[config.mk]
export PLATFORM = sky130hd
export DESIGN_NAME = dmux4_dispatch_ctrl_flat
export DESIGN_NICKNAME = d
export VERILOG_FILES = /design/src/rtl/dmux4_dispatch_ctrl_if.sv /design/src/rtl/dmux4_dispatch_ctrl.sv /design/src/flat_wrapper.sv
export SDC_FILE = /design/constraint.sdc
export NUM_CORES = 1
export LEC_CHECK = 0
export ABC_AREA = 1
export CAP_MARGIN = 40
export CORE_MARGIN = 2
export CORE_UTILIZATION = 31
export CTS_BUF_LIST = sky130_fd_sc_hd__clkbuf_8
export CTS_CLUSTER_DIAMETER = 60
export CTS_CLUSTER_SIZE = 28
export DETAILED_ROUTE_END_ITERATION = 8
export PLACE_DENSITY = 0.6
export SLEW_MARGIN = 20
export SYNTH_ARGS = -nofsm -noshare
export SYNTH_HDL_FRONTEND = slang
export SYNTH_SLANG_ARGS = --single-unit
[constraint.sdc]
create_clock -name clk -period 1.75 [get_ports clk]
set_input_delay 0.35 -clock clk [delete_from_list [all_inputs] [get_ports clk]]
set_output_delay 0.35 -clock clk [all_outputs]
set_load 0.03 [all_outputs]
[src/rtl/dmux4_dispatch_ctrl_if.sv]
// Handshake bundle for the 4-way dispatch controller: upstream beat stream plus
// one-hot sink valids, per-sink readies, shared payload and busy flag.
interface dmux4_dispatch_ctrl_if #(
  parameter int WIDTH = 8
);
  logic             in_valid;
  logic             in_ready;
  logic [WIDTH-1:0] in_data;
  logic [1:0]       in_sel;
  logic             rr_mode;
  logic [3:0]       out_valid;
  logic [3:0]       out_ready;
  logic [WIDTH-1:0] out_data;
  logic             busy;

  modport master (
    output in_valid, in_data, in_sel, rr_mode, out_ready,
    input  in_ready, out_valid, out_data, busy
  );

  modport slave (
    input  in_valid, in_data, in_sel, rr_mode, out_ready,
    output in_ready, out_valid, out_data, busy
  );
endinterface

[src/rtl/dmux4_dispatch_ctrl.sv]
// Purpose: registers one beat and steers it to one of 4 sinks (explicit select or ready-aware round-robin).
// Latency: beat accepted at edge N is valid at a sink during cycle N+1; 1 beat/cycle when the target is ready.
// Backpressure: in_ready = ~hold | out_ready[tgt]; a stalled beat holds data/target. DMUX4_DISPATCH_STATS_EN adds per-sink counters.
module dmux4_dispatch_ctrl #(
  parameter int WIDTH = 8
`ifdef DMUX4_DISPATCH_STATS_EN
  , parameter int CNT_W = 8
`endif
) (
  input  logic                   clk,
  input  logic                   rst_n,
  dmux4_dispatch_ctrl_if.slave   bus
`ifdef DMUX4_DISPATCH_STATS_EN
  , input  logic                 stats_clr
  , output logic [4*CNT_W-1:0]   stats_cnt
`endif
);

  typedef enum logic {
    IDLE = 1'b0,
    HOLD = 1'b1
  } state_t;

  state_t           state;
  logic [1:0]       tgt;
  logic [1:0]       rr_ptr;
  logic [1:0]       rr_pick;
  logic [1:0]       rr_idx;
  logic             rr_found;
  logic [1:0]       next_tgt;
  logic [3:0]       vld_q;
  logic [WIDTH-1:0] data_q;
  logic             hold_v;
  logic             xfer;
  logic             consume;

  assign hold_v       = (state == HOLD);
  assign consume      = hold_v & bus.out_ready[tgt];
  assign bus.in_ready = ~hold_v | bus.out_ready[tgt];
  assign xfer         = bus.in_valid & bus.in_ready;
  assign bus.out_valid = vld_q;
  assign bus.out_data  = data_q;
  assign bus.busy      = hold_v;

  // First ready sink after rr_ptr; falls back to rr_ptr+1 when no sink is ready.
  always_comb begin
    rr_pick  = rr_ptr + 2'd1;
    rr_found = 1'b0;
    rr_idx   = '0;
    for (int k = 1; k <= 4; k++) begin
      rr_idx = rr_ptr + 2'(k);
      if (!rr_found && bus.out_ready[rr_idx]) begin
        rr_pick  = rr_idx;
        rr_found = 1'b1;
      end
    end
  end

  assign next_tgt = bus.rr_mode ? rr_pick : bus.in_sel;

  always_ff @(posedge clk or negedge rst_n) begin
    if (!rst_n) begin
      state  <= IDLE;
      tgt    <= 2'd0;
      rr_ptr <= 2'd3;
      vld_q  <= 4'b0000;
      data_q <= '0;
    end else begin
      case (state)
        IDLE:    if (xfer) state <= HOLD;
        HOLD:    if (consume && !xfer) state <= IDLE;
        default: state <= IDLE;
      endcase
      if (xfer) begin
        data_q <= bus.in_data;
        tgt    <= next_tgt;
        vld_q  <= 4'b0001 << next_tgt;
        if (bus.rr_mode) rr_ptr <= rr_pick;
      end else if (consume) begin
        vld_q <= 4'b0000;
      end
    end
  end

`ifdef DMUX4_DISPATCH_STATS_EN
  logic [CNT_W-1:0] cnt [4];

  for (genvar i = 0; i < 4; i++) begin : g_stats
    always_ff @(posedge clk or negedge rst_n) begin
      if (!rst_n) begin
        cnt[i] <= '0;
      end else if (stats_clr) begin
        cnt[i] <= '0;
      end else if (vld_q[i] && bus.out_ready[i] && (cnt[i] != {CNT_W{1'b1}})) begin
        cnt[i] <= cnt[i] + 1'b1;
      end
    end
    assign stats_cnt[i*CNT_W +: CNT_W] = cnt[i];
  end
`endif

endmodule

[src/flat_wrapper.sv]
// flat-port wrapper written by rule: the top's interface ports become plain ports
module dmux4_dispatch_ctrl_flat 
#(
  parameter int WIDTH = 8

)
  (clk, rst_n, bus_in_valid, bus_in_data, bus_in_sel, bus_rr_mode, bus_out_ready, bus_in_ready, bus_out_valid, bus_out_data, bus_busy);
  dmux4_dispatch_ctrl_if #(.WIDTH(WIDTH)) bus_i ();
  input  logic clk;
  input  logic rst_n;
  input wire logic [$bits(bus_i.in_valid)-1:0] bus_in_valid;
  input wire logic [$bits(bus_i.in_data)-1:0] bus_in_data;
  input wire logic [$bits(bus_i.in_sel)-1:0] bus_in_sel;
  input wire logic [$bits(bus_i.rr_mode)-1:0] bus_rr_mode;
  input wire logic [$bits(bus_i.out_ready)-1:0] bus_out_ready;
  output wire logic [$bits(bus_i.in_ready)-1:0] bus_in_ready;
  output wire logic [$bits(bus_i.out_valid)-1:0] bus_out_valid;
  output wire logic [$bits(bus_i.out_data)-1:0] bus_out_data;
  output wire logic [$bits(bus_i.busy)-1:0] bus_busy;
  assign bus_i.in_valid = bus_in_valid;
  assign bus_i.in_data = bus_in_data;
  assign bus_i.in_sel = bus_in_sel;
  assign bus_i.rr_mode = bus_rr_mode;
  assign bus_i.out_ready = bus_out_ready;
  assign bus_in_ready = bus_i.in_ready;
  assign bus_out_valid = bus_i.out_valid;
  assign bus_out_data = bus_i.out_data;
  assign bus_busy = bus_i.busy;
  dmux4_dispatch_ctrl #(.WIDTH(WIDTH)) u_core (.clk(clk), .rst_n(rst_n), .bus(bus_i));
endmodule
# == Word-level counts from Yosys, hierarchy flattened ==
# Cells that the tools add are included.
# totals
ff_bits,17
inputBits,18
output_inout_bits,14
elab_cells,50
# op_classes
addsub,3
magnitude_cmp,5
shifts,1
muxes,22
n_bitwise,4
reduce_logical,10
# op_table
cell,count
$lt A2 B3 Y1 const B,5
$bmux W1 S2,5
$mux W1,10
$mux W2,4
$mux W4,2
$add A2 B2 Y2 const B,2
$logic_and A1 B1 Y1,4
$logic_not A1 Y1,4
$shl A1 B2 Y4 const A,1
$add A2 B1 Y2 const B,1
$and A1 B1 Y1,2
$pmux W1 S2,1
$reduce_and A2 Y1,1
$reduce_bool A2 Y1,1
$not A1 Y1,1
$or A1 B1 Y1,1

# == Logic depth before layout (Yosys ltp) ==
# depth
depth_word,16
ltp_mapped,16
mapped_depth_nobuf,15

# == Worst setup path before layout ==
# OpenSTA, ideal clock, no wires.
# synth_timing
path_kind,register -> register
from,reg u_core.rr_ptr[0]
to,"reg u_core.vld_q[3], in the netlist u_core.bus.out_valid[3]"
setup_ns,0.117
arrival_ns,1.491
required_time_ns,1.633
slack_ns,0.142
path_stages_with_launch,15
path_buffers,1
period_less_slack_ns,1.608
cell_sequence,dfstp_2 buf_6 nand2_1 nand2_2 nand2_2 nand2_4 nand2_4 nor2_8 inv_2 nand2_2 nand3_2 nand2_1 nor2_2 nand2_1 nand2_1
# synth_via
elab_chain_cells,16
elab_cells_between_ends,26
classes_between,add/sub (3); shift (1); mux (16); reduce/logical (6)
# synth_lines
item,line_no,rtl
start: declaration,dmux4_dispatch_ctrl.sv:26,logic [1:0] rr_ptr;
start signal: assignment,dmux4_dispatch_ctrl.sv:78,if (bus.rr_mode) rr_ptr <= rr_pick;
$add A2 B1 Y2,"dmux4_dispatch_ctrl.sv:47, dmux4_dispatch_ctrl.sv:51",
$bmux W1 S2,dmux4_dispatch_ctrl.sv:52,if (!rr_found && bus.out_ready[rr_idx]) begin
$mux W1 (not written as such),dmux4_dispatch_ctrl.sv:52,
$mux W1,dmux4_dispatch_ctrl.sv:52,
$logic_not A1 Y1,dmux4_dispatch_ctrl.sv:52,
$logic_and A1 B1 Y1,dmux4_dispatch_ctrl.sv:52,
$mux W1,dmux4_dispatch_ctrl.sv:52,
$logic_not A1 Y1,dmux4_dispatch_ctrl.sv:52,
$logic_and A1 B1 Y1,dmux4_dispatch_ctrl.sv:52,
$mux W1,dmux4_dispatch_ctrl.sv:52,
$logic_not A1 Y1,dmux4_dispatch_ctrl.sv:52,
$logic_and A1 B1 Y1,dmux4_dispatch_ctrl.sv:52,
$mux W2 *,dmux4_dispatch_ctrl.sv:52,
$mux W2 *,dmux4_dispatch_ctrl.sv:59,assign next_tgt = bus.rr_mode ? rr_pick : bus.in_sel;
$shl A1 B2 Y4 *,dmux4_dispatch_ctrl.sv:77,vld_q <= 4'b0001 << next_tgt;
$mux W4 *,dmux4_dispatch_ctrl.sv:74,if (xfer) begin
end signal: assignment,dmux4_dispatch_ctrl.sv:77,
end: declaration,dmux4_dispatch_ctrl.sv:31,logic [3:0] vld_q;
# Every way passes the cells marked *; elsewhere a longest branch is shown, timed or not. The select of a mux whose other input is x is not followed.
# A chain may end at the register's enable or synchronous reset.

# == Final worst setup path ==
# Ends and elaborated chain as after synthesis.

==> results.toml <==
[status]
status = "finished, violations left"
failed_checks = "negative setup slack"

[clock_network]
clkSinkCount = 17
htree_levels = 1
cts_made_buffers = 3
cts_hold_buf = 0
cts_tree = "done"
clock_latency_ns = 0.25
clockBufferDepth = 2
cts_root_buffer = "clkbuf_8"
path_clk_slew_ns = 0.07

[power_and_ir_drop]
cellLeakagePower_nw = 0.839
power.density_nw_per_um2 = 1930
peakVddDrop_uv = 881

[setup_path]
reg2reg_from = "u_core.rr_ptr[0]"
crit_path_start = "u_core.rr_ptr[0]"
worst-setup-path-type = "flop to flop"
crit_path_start_kind = "flop"
cp_max_fo = 8
end_kind = "flop"
reg2reg_slack_ns = -0.009
reg2reg_to = "u_core.bus.out_valid[3]"
cp_data_required_time_ns = 1.89
arrival_ns = 1.90
r2r_cells = 13

[finish]
syn2layout_area_growth_pct = 50.9
fillCellCount = 347
antenna_cells = 0
final_cell_area_um2 = 1580
nets = 217
fin_util = 0.481
drive_above_1_share = 0.268

[logic_synthesis]
synthDistinctLibCells = 22
synth_cells = 151
synth_adder_area_share = 0
syn-num-nets = 169
synthXorXnorAreaFrac = 0
ys_seq_elements = 17
synth_top_family_by_area = "simple AND/OR/NAND/NOR gates"
yosys-mux-area-fraction = 0
synth_top_area_frac = 0.358
ys_seq_area_frac = 0.409
syn_avg_cell_area_um2 = 6.94
ys_top_cells_by_area = "dfrtp_1 (36%), nand2_1 (29%), nand2_2 (5.4%)"
synth-compound-area-share = 0.0490
yosys.area_share.simple = 0.474
ys_warn_count = 0
synth_area_um2 = 1050
yosysTopAreaCell = "dfrtp_1"

[floorplan]
ioPinCount = 32
core_um2 = 3280
rows = 21
fp.dieH_um = 62.1
start_util = 0.319
die_w_um = 62.1
fp.dieArea_um2 = 3860

[timing]
fin_setup_tns_ns = -0.0148
fin_ws_ns = -0.00918
rsz0062_at_grt = "true"
fin_worst_skew_ns = 0.00349
fmax_mhz = 568
post-route-period-util = 1.01
hold_violations = 0
period_minus_slack_ns = 1.76
drv_slew = 0
slew_headroom = 0.789
setup_viol_count_final = 2
tightest_slew_ns = 0.316

[routing]
dr.pass1.iters = 4
antenna_left = 0
vias = 1051
drtIter0Drc = 72
drc_errors = 0
post_drt_via_cell_ratio = 4.31
wl_per_cell_um = 10.5
routed_wl_um = 2570

[flow_run]
drv_cap = 0

[place]
hpwl_um = 2050
numPortBuffers = 31
place.gp.congestion = 0.842
postPlaceCellArea_um2 = 1500

[grt]
grt_pass1_vias = 1069
grt_start_max_net_pins = 18
grt_first_pass_wirelength_um = 4580
antenna_found_initial = 0
track_usage = 0.146
globalRouteOverflowTotal = 0

[min_path]
hp-class = "input port to async pin"
-- routing by layer --
layer  global-route usage  vias up  wire length, µm
li1                     -      558                -
met1                0.173      461             1110
met2                0.262       28             1300
met3               0.0217        4              109
met4               0.0667        0               49
met5                    0        -                0
-- worst max path at each step --
stage | endpoint | cells after the start
finish | u_core.bus.out_valid[3] | 13
CTS | u_core.bus.out_valid[3] | 13
detailed placement | u_core.bus.out_valid[3] | 14
floorplan | u_core.bus.out_valid[3] | 14
global placement | u_core.bus.out_valid[3] | 15
global route | u_core.bus.out_valid[1] | 15
-- state kept, by name (all words and copies together) (netlist names) --
name	cells
u_core.bus.busy	1
u_core.bus.out_data	8
u_core.bus.out_valid	4
u_core.rr_ptr	2
u_core.tgt	2
-- stage by stage --
| stage | hold slack [ns] | power (mW) | setup WS [ns] | std cells |
|---|---|---|---|---|
| after floorplan | 0.0544 | 1.95 | 0.142 | 151 |
| after global placement | 0.465 | 2.68 | -0.212 | 239 |
| after detailed placement | 0.471 | 2.69 | -0.230 | 239 |
| after CTS | 0.420 | 3.06 | -0.0162 | 244 |
| after global routing | 0.430 | 3.32 | -0.159 | 244 |
| final | 0.417 | 3.04 | -0.00918 | 244 |
-- cell families (layout without fill, tap and decap cells) --
group	after synthesis	in the layout
compound gates	8	8
flops	17	17
simple gates	111	111
buf+inv	15	62
-- area by class of cell --
cell class / instances / area (µm²) / share of cell area
Sequential cell: 17 / 428 / 0.271
Multi-Input combinational cell: 119 / 574 / 0.363
Clock inverter: 1 / 5.00 / 0.00317
Tap cell: 46 / 57.6 / 0.0364
Clock buffer: 3 / 41.3 / 0.0261
Timing Repair Buffer: 46 / 424 / 0.268
Inverter: 12 / 50.0 / 0.0317
-- synth_stat cells --
cell / n
nand4_1: 1
nand2_4: 2
o21ai_1: 1
inv_1: 9
o211ai_2: 1
inv_2: 2
nand3_1: 8
nand2_1: 80
buf_6: 1
o21ai_0: 3
dfrtp_1: 15
nor2_1: 6
nor2_8: 1
nor2_2: 1
or2_2: 2
a21oi_2: 1
nand3_2: 1
nand2_2: 9
dfstp_2: 2
a21oi_1: 2
inv_6: 1
buf_2: 2
-- what timing repair did --
action                     4_1_cts  5_1_grt
resized for setup                9        6
setup endpoints to repair        7        8
cloned                           0        0
pin swaps                        2        3
setup buffers                    1        0
-- layout by cell type (no fill, tap or decap), drive strengths merged --
cell and count:
nor2 8, clkinv 1, inv 12, clkbuf 3, clkdlybuf4s50 27, buf 16
o211ai 1, o21ai 4, dfstp 2, nand3 9, nand2 91, nand4 1
dfrtp 15, dlymetal6s2s 1, a21oi 3, or2 2, dlygate4sd2 2
-- power breakdown --
part	internal (mW)	total [mW]	switching, mW
clock	0.158	0.288	0.131
sequential	0.594	0.752	0.158
combinational	0.837	2.00	1.17
-- critical path: stages (launching register included) --
cell	delay [ns]
dfstp_2	0.65
nand2_1	0.10
nand2_2	0.11
nand2_2	0.07
nand2_4	0.09
nand2_4	0.07
nor2_8	0.14
inv_2	0.04
nand2_2	0.06
nand3_2	0.09
nand2_2	0.09
nor2_2	0.04
nand2_1	0.06
nand2_1	0.05
No activity file was read; power rests on OpenSTA's default activity.
